## config.mk

```make
export PLATFORM = sky130hd
export DESIGN_NAME = m_cycle_sequencer
export DESIGN_NICKNAME = d
export VERILOG_FILES = /design/src/rtl/m_cycle_sequencer.sv
export SDC_FILE = /design/constraint.sdc
export NUM_CORES = 1
export LEC_CHECK = 0
export CORE_MARGIN = 4
export CORE_UTILIZATION = 41
export CTS_BUF_LIST = sky130_fd_sc_hd__clkbuf_8
export CTS_CLUSTER_DIAMETER = 30
export DETAILED_ROUTE_END_ITERATION = 6
export HOLD_SLACK_MARGIN = 0.1
export PLACE_DENSITY = 0.76
export SYNTH_ARGS = -nofsm -noshare
export SYNTH_HDL_FRONTEND = slang
export SYNTH_SLANG_ARGS = --single-unit
```

## constraint.sdc

```tcl
create_clock -name i_Clk -period 1.31 [get_ports i_Clk]
set_clock_uncertainty 0.15 [all_clocks]
set_input_delay 0.131 -clock i_Clk [delete_from_list [all_inputs] [get_ports i_Clk]]
set_output_delay 0.131 -clock i_Clk [all_outputs]
set_load 0.01 [all_outputs]
```

## src/rtl/m_cycle_sequencer.sv

```systemverilog
// m_cycle_sequencer: T-state / M-cycle timing generator for the CPU control unit.
// o_Cycle_Step is a one-hot T-state and o_Cycle_Count a one-hot M-cycle index.
// Instruction boundaries come from the microcode's IR_Fetch, or from BOOT after reset.
// Also handles stall, HALT entry/wake, and a sticky overrun error.
// Optional feature macro: SEQ_SINGLE_STEP_EN adds a PAUSE state.
// While paused, the sequencer waits at each RUN boundary for i_Step_Req.
module m_cycle_sequencer #(
    parameter int unsigned STEPS      = 4,
    parameter int unsigned MAX_CYCLES = 8
) (
    input  logic                  i_Clk,
    input  logic                  i_Reset_n,
    input  logic                  i_Stall,
    input  logic                  i_IR_Fetch,
    input  logic                  i_Halt_Req,
    input  logic                  i_Wake,
    input  logic                  i_Step_Req,
    output logic [STEPS-1:0]      o_Cycle_Step,
    output logic [MAX_CYCLES-1:0] o_Cycle_Count,
    output logic                  o_Boot_Fetch,
    output logic                  o_Opcode_Latch,
    output logic                  o_Halted,
    output logic                  o_Seq_Error
);

    localparam logic [STEPS-1:0]      STEP_T1     = STEPS'(1);
    localparam logic [MAX_CYCLES-1:0] COUNT_FIRST = MAX_CYCLES'(1);

    typedef enum logic [1:0] {
        S_BOOT,
        S_RUN,
        S_HALT
`ifdef SEQ_SINGLE_STEP_EN
        , S_PAUSE
`endif
    } state_t;

    state_t                  state_q, state_d;
    logic [STEPS-1:0]        step_q, step_d;
    logic [MAX_CYCLES-1:0]   count_q, count_d;
    logic                    latch_q, latch_d;
    logic                    err_q, err_d;

    logic t4_end;
    logic boundary;

`ifndef SEQ_SINGLE_STEP_EN
    logic unused_step_req;
    assign unused_step_req = i_Step_Req;
`endif

    // An unstalled T4 edge ends the M-cycle; it is an instruction boundary on a fetch or in BOOT.
    assign t4_end   = step_q[STEPS-1] & ~i_Stall;
    assign boundary = t4_end & (i_IR_Fetch | (state_q == S_BOOT));

    // Registered sequencer state with asynchronous active-low reset.
    always_ff @(posedge i_Clk or negedge i_Reset_n) begin
        if (!i_Reset_n) begin
            state_q <= S_BOOT;
            step_q  <= STEP_T1;
            count_q <= '0;
            latch_q <= 1'b0;
            err_q   <= 1'b0;
        end else begin
            state_q <= state_d;
            step_q  <= step_d;
            count_q <= count_d;
            latch_q <= latch_d;
            err_q   <= err_d;
        end
    end

    // Next-state logic: T-state rotation, M-cycle advance, and boundary/halt handling.
    always_comb begin
        state_d = state_q;
        step_d  = step_q;
        count_d = count_q;
        latch_d = 1'b0;
        err_d   = err_q;

        unique case (state_q)
            S_BOOT: begin
                if (!i_Stall) begin
                    step_d = {step_q[STEPS-2:0], step_q[STEPS-1]};
                end
                if (boundary) begin
                    state_d = S_RUN;
                    count_d = COUNT_FIRST;
                    latch_d = 1'b1;
                end
            end
            S_RUN: begin
                if (!i_Stall) begin
                    step_d = {step_q[STEPS-2:0], step_q[STEPS-1]};
                end
                if (boundary) begin
                    count_d = COUNT_FIRST;
                    if (i_Halt_Req && !i_Wake) begin
                        state_d = S_HALT;
                    end else begin
`ifdef SEQ_SINGLE_STEP_EN
                        state_d = S_PAUSE;
`else
                        latch_d = 1'b1;
`endif
                    end
                end else if (t4_end) begin
                    // Overrun: freeze the index at the last M-cycle, flag it, keep stepping.
                    if (count_q[MAX_CYCLES-1]) begin
                        err_d = 1'b1;
                    end else begin
                        count_d = {count_q[MAX_CYCLES-2:0], 1'b0};
                    end
                end
            end
            S_HALT: begin
                step_d  = STEP_T1;
                count_d = COUNT_FIRST;
                if (i_Wake) begin
                    state_d = S_RUN;
                end
            end
`ifdef SEQ_SINGLE_STEP_EN
            S_PAUSE: begin
                step_d  = STEP_T1;
                count_d = COUNT_FIRST;
                if (i_Step_Req) begin
                    state_d = S_RUN;
                    latch_d = 1'b1;
                end
            end
`endif
            default: begin
                state_d = S_BOOT;
                step_d  = STEP_T1;
                count_d = '0;
            end
        endcase
    end

    assign o_Cycle_Step   = step_q;
    assign o_Cycle_Count  = count_q;
    assign o_Boot_Fetch   = (state_q == S_BOOT);
    assign o_Opcode_Latch = latch_q;
    assign o_Halted       = (state_q == S_HALT);
    assign o_Seq_Error    = err_q;

endmodule

```

==> metrics.md <==
| Metric | Value |
|---|---|
| Hold Crit Class | `flop to flop` |
| Required @ worst endpoint | `1.34 ns` |
| First-pass GRT wire length | `2.62 mm` |
| TritonCTS clock tree | `built` |
| Final Instance Area | `0.00109 mm²` |
| GRT overflow | `0` |
| CTS Root Cell | `clkbuf_8` |
| Max stage delay on crit path | `0.40 ns` |
| Largest area contributor in the netlist | `dfrtp_1` |
| Gpl congestion | `0.758` |
| Detailed-route via count | `588` |
| Slew @ Worst Pin | `0.282 ns` |
| RR Startpoint | `state_q[1]$_DFFE_PN0P_` |
| Initial Util | `44.9%` |
| Port Buffers | `21` |
| Ys Warns | `0` |
| R2R setup slack | `-0.22 ns` |
| Dpl hpwl | `1.13 mm` |
| Arrival @ worst endpoint | `1.56 ns` |
| Synth Area per Inst | `11.7 µm²` |
| Hold path depth | `1` |
| Vias per cell | `5.25` |
| Crit path capture type | `flop` |
| EDFF count, synth | `0` |
| Largest net degree at the start of global routing | `17` |
| DR pass1 iterations | `4` |
| Crit share post-route | `117%` |
| Cell Pwr Density | `897 mW/mm²` |
| Die height | `49.3 µm` |
| Clock Path Buffers | `2` |
| Fraction of the yosys area taken by sequential cells | `57.3%` |
| Achievable frequency | `653 MHz` |
| Syn nets | `67` |
| Placed cell area | `992 µm²` |
| Crit Path Max Fanout | `6` |
| Top Ports | `23` |
| Setup total negative slack | `-1.78 ns` |
| Synth Flop Type | `dfrtp_1` |
| Layout cells sized above 1 | `34.4%` |
| CTS buffer count | `3` |
| Post-Synthesis Cell Area | `701 µm²` |
| Worst VDD drop | `0.640 mV` |
| Unique masters post-synth | `24` |
| Routed Antenna Nets | `0` |
| Bufs and invs on worst path | `1` |
| DR WL/cell | `14.8 µm` |
| Die width | `49.3 µm` |
| R2r worst-path depth | `4` |
| Drt first-iter violations | `9` |
| Critical path launch point | `state_q[1]$_DFFE_PN0P_` |
| Leak | `0.592 nW` |
| Ys async rst share | `100%` |
| Layout area overhead | `55.2%` |
| Clock-pin slew on the worst setup and hold paths | `0.06 ns` |
| WS Path Type | `flop to flop` |
| Failing checks | `setup timing` |
| Max stage delay cell, worst path | `dfrtp_1` |
| Area contributors post-synth | `dfrtp_1 54%, a22o_1 7.5%, mux2i_1 4.3%, dfstp_2 3.8%, nor2_1 3.8%` |
| RSZ-0062 raised after global routing | `yes` |
| Post-layout min period | `1.53 ns` |
| Yosys top cell area share | `53.6%` |
| Syn Inst Count | `60` |
| Number of diodes | `0` |
| Setup ws final | `-0.220 ns` |
| Final nets | `104` |
| CP Cell Sequence | `buf_6 -> or3b_4 -> nor3_4 -> a22o_1` |
| # rows | `14` |
| Worst Hold Launch | `o_Seq_Error$_DFFE_PN0P_` |
| H-tree Lvls | `1` |
| Worst Setup Start Kind | `flop` |
| Skew-Pair Late Insertion Delay | `0.25 ns` |
| Max Cap Violations | `0` |
| WL final | `1.65 mm` |
| Levels on crit path | `4` |
| Worst flop-to-flop path endpoint | `o_Cycle_Count[3]$_DFFE_PN0P_` |
| Final Hold Fails | `0` |
| Total die area | `0.00243 mm²` |
| Outcome | `finished, violations left` |
| Flops & latches, synth | `16` |
| Cell family with most CP delay | `simple AND/OR/NAND/NOR gates` |
| Critical Path End | `o_Cycle_Count[3]$_DFFE_PN0P_` |
| Setup violators final | `11` |
| Slew HR | `81.0%` |
| GRT Util Overall | `13.9%` |
| Clock Sinks | `16` |
| # DRC | `0` |
| Max-slew violations | `0` |
| Vias in the first global route | `582` |
| Antenna violations before repair | `0` |
| Core Area | `0.00156 mm²` |
## cells in the mapped netlist, types with 2 or more instances
| master | n |
|---|---|
| dfrtp_1 | 15 |
| nor2_1 | 7 |
| a22o_1 | 6 |
| a21oi_1 | 5 |
| mux2i_1 | 3 |
| a211o_1 | 2 |
| buf_2 | 2 |
| inv_1 | 2 |
| nand2b_1 | 2 |
| nor2b_1 | 2 |
## metrics by stage
stage	instances	setup WS [ns]	total power (W)	hold WS [ns]	util, %
after floorplan	60	-0.0542	0.000517	-0.315	-
after global placement	104	-0.296	0.000549	0.312	63.6
after detailed placement	104	-0.303	0.000550	0.314	63.6
after CTS	111	-0.202	0.000985	0.329	67.7
after global routing	112	-0.265	0.00102	0.357	69.7
final	112	-0.220	0.000975	0.330	69.7
## registers in the layout, summed over array words and instances (netlist names)
signal	count
o_Cycle_Count	8
state_q	2
o_Cycle_Step	4
o_Seq_Error	1
o_Opcode_Latch	1
## where the power goes
part / leakage [nW] / switching (W) / internal, W
registers: 0.220 / 0 / 0.000494
clock network: 0.0288 / 0.000164 / 0.000267
logic: 0.343 / 0.0000236 / 0.0000265
## metal layers
layer	GRT usage, %	vias to the layer above	wire length, µm
li1	-	285	-
met1	18.2	279	715
met2	21.7	20	813
met3	5.20	4	107
met4	2.84	0	17
met5	0	-	0
## kinds of logic (layout without fill, tap and decap cells)
family                 count (synthesis)  after routing  share of synthesized area, %
AO/OA/AOI/OAI                         19             19                          20.0
buffers and inverters                  6             42                          4.64
flip-flops                            16             16                          57.3
multiplexers                           3              3                          4.29
AND/OR/NAND/NOR                       16             16                          13.7
## worst min path at each step
stage / to / slack (ns)
floorplan: o_Cycle_Count[0]$_DFFE_PN0P_ / -0.31
global route: o_Seq_Error$_DFFE_PN0P_ / 0.36
global placement: o_Seq_Error$_DFFE_PN0P_ / 0.31
CTS: o_Seq_Error$_DFFE_PN0P_ / 0.33
finish: o_Seq_Error$_DFFE_PN0P_ / 0.33
detailed placement: state_q[1]$_DFFE_PN0P_ / 0.31
## cells in the final DEF, fill, tap and decap left out
master           synthesis  final
clkdlybuf4s50_1          0      5
buf_6                    1      3
a211o_1                  2      2
nand3b_1                 1      1
nor3_1                   1      1
nor2_4                   0      1
o21bai_1                 1      1
or3b_4                   1      1
nor2_2                   0      1
inv_1                    2      2
dlygate4sd2_1            0     12
nor2_1                   7      5
dfrtp_1                 15     15
nor2b_2                  0      1
nand3_1                  1      1
nand2b_1                 2      2
o21a_1                   1      1
nor3_4                   1      1
buf_4                    0     12
dlygate4sd3_1            0      1
clkbuf_2                 0      2
a21oi_2                  0      4
o31ai_2                  0      1
clkbuf_8                 0      4
nor2b_1                  2      1
a41o_1                   1      1
a211oi_1                 1      1
dfstp_2                  1      1
o21ai_0                  1      1
mux2i_1                  3      3
buf_2                    2      1
a22o_1                   6      6
a21oi_1                  5      1
## timing repair
action	4_1_cts	5_1_grt
hold buffers	1	0
gates resized for setup	27	10
buffers inserted	2	2
endpoints found under the hold margin	15	0
pin swaps	3	6
endpoints found under the setup margin	24	15
cloned	0	0
## cell type report
class | instances | area, µm²
fillers | 123 | 472
flip-flops and latches | 16 | 402
repair buffers | 36 | 304
multi-input cells | 38 | 299
clock buffers | 4 | 55.1
well taps | 16 | 20.0
inverters | 2 | 7.51
(Power assumes the default switching activity.)
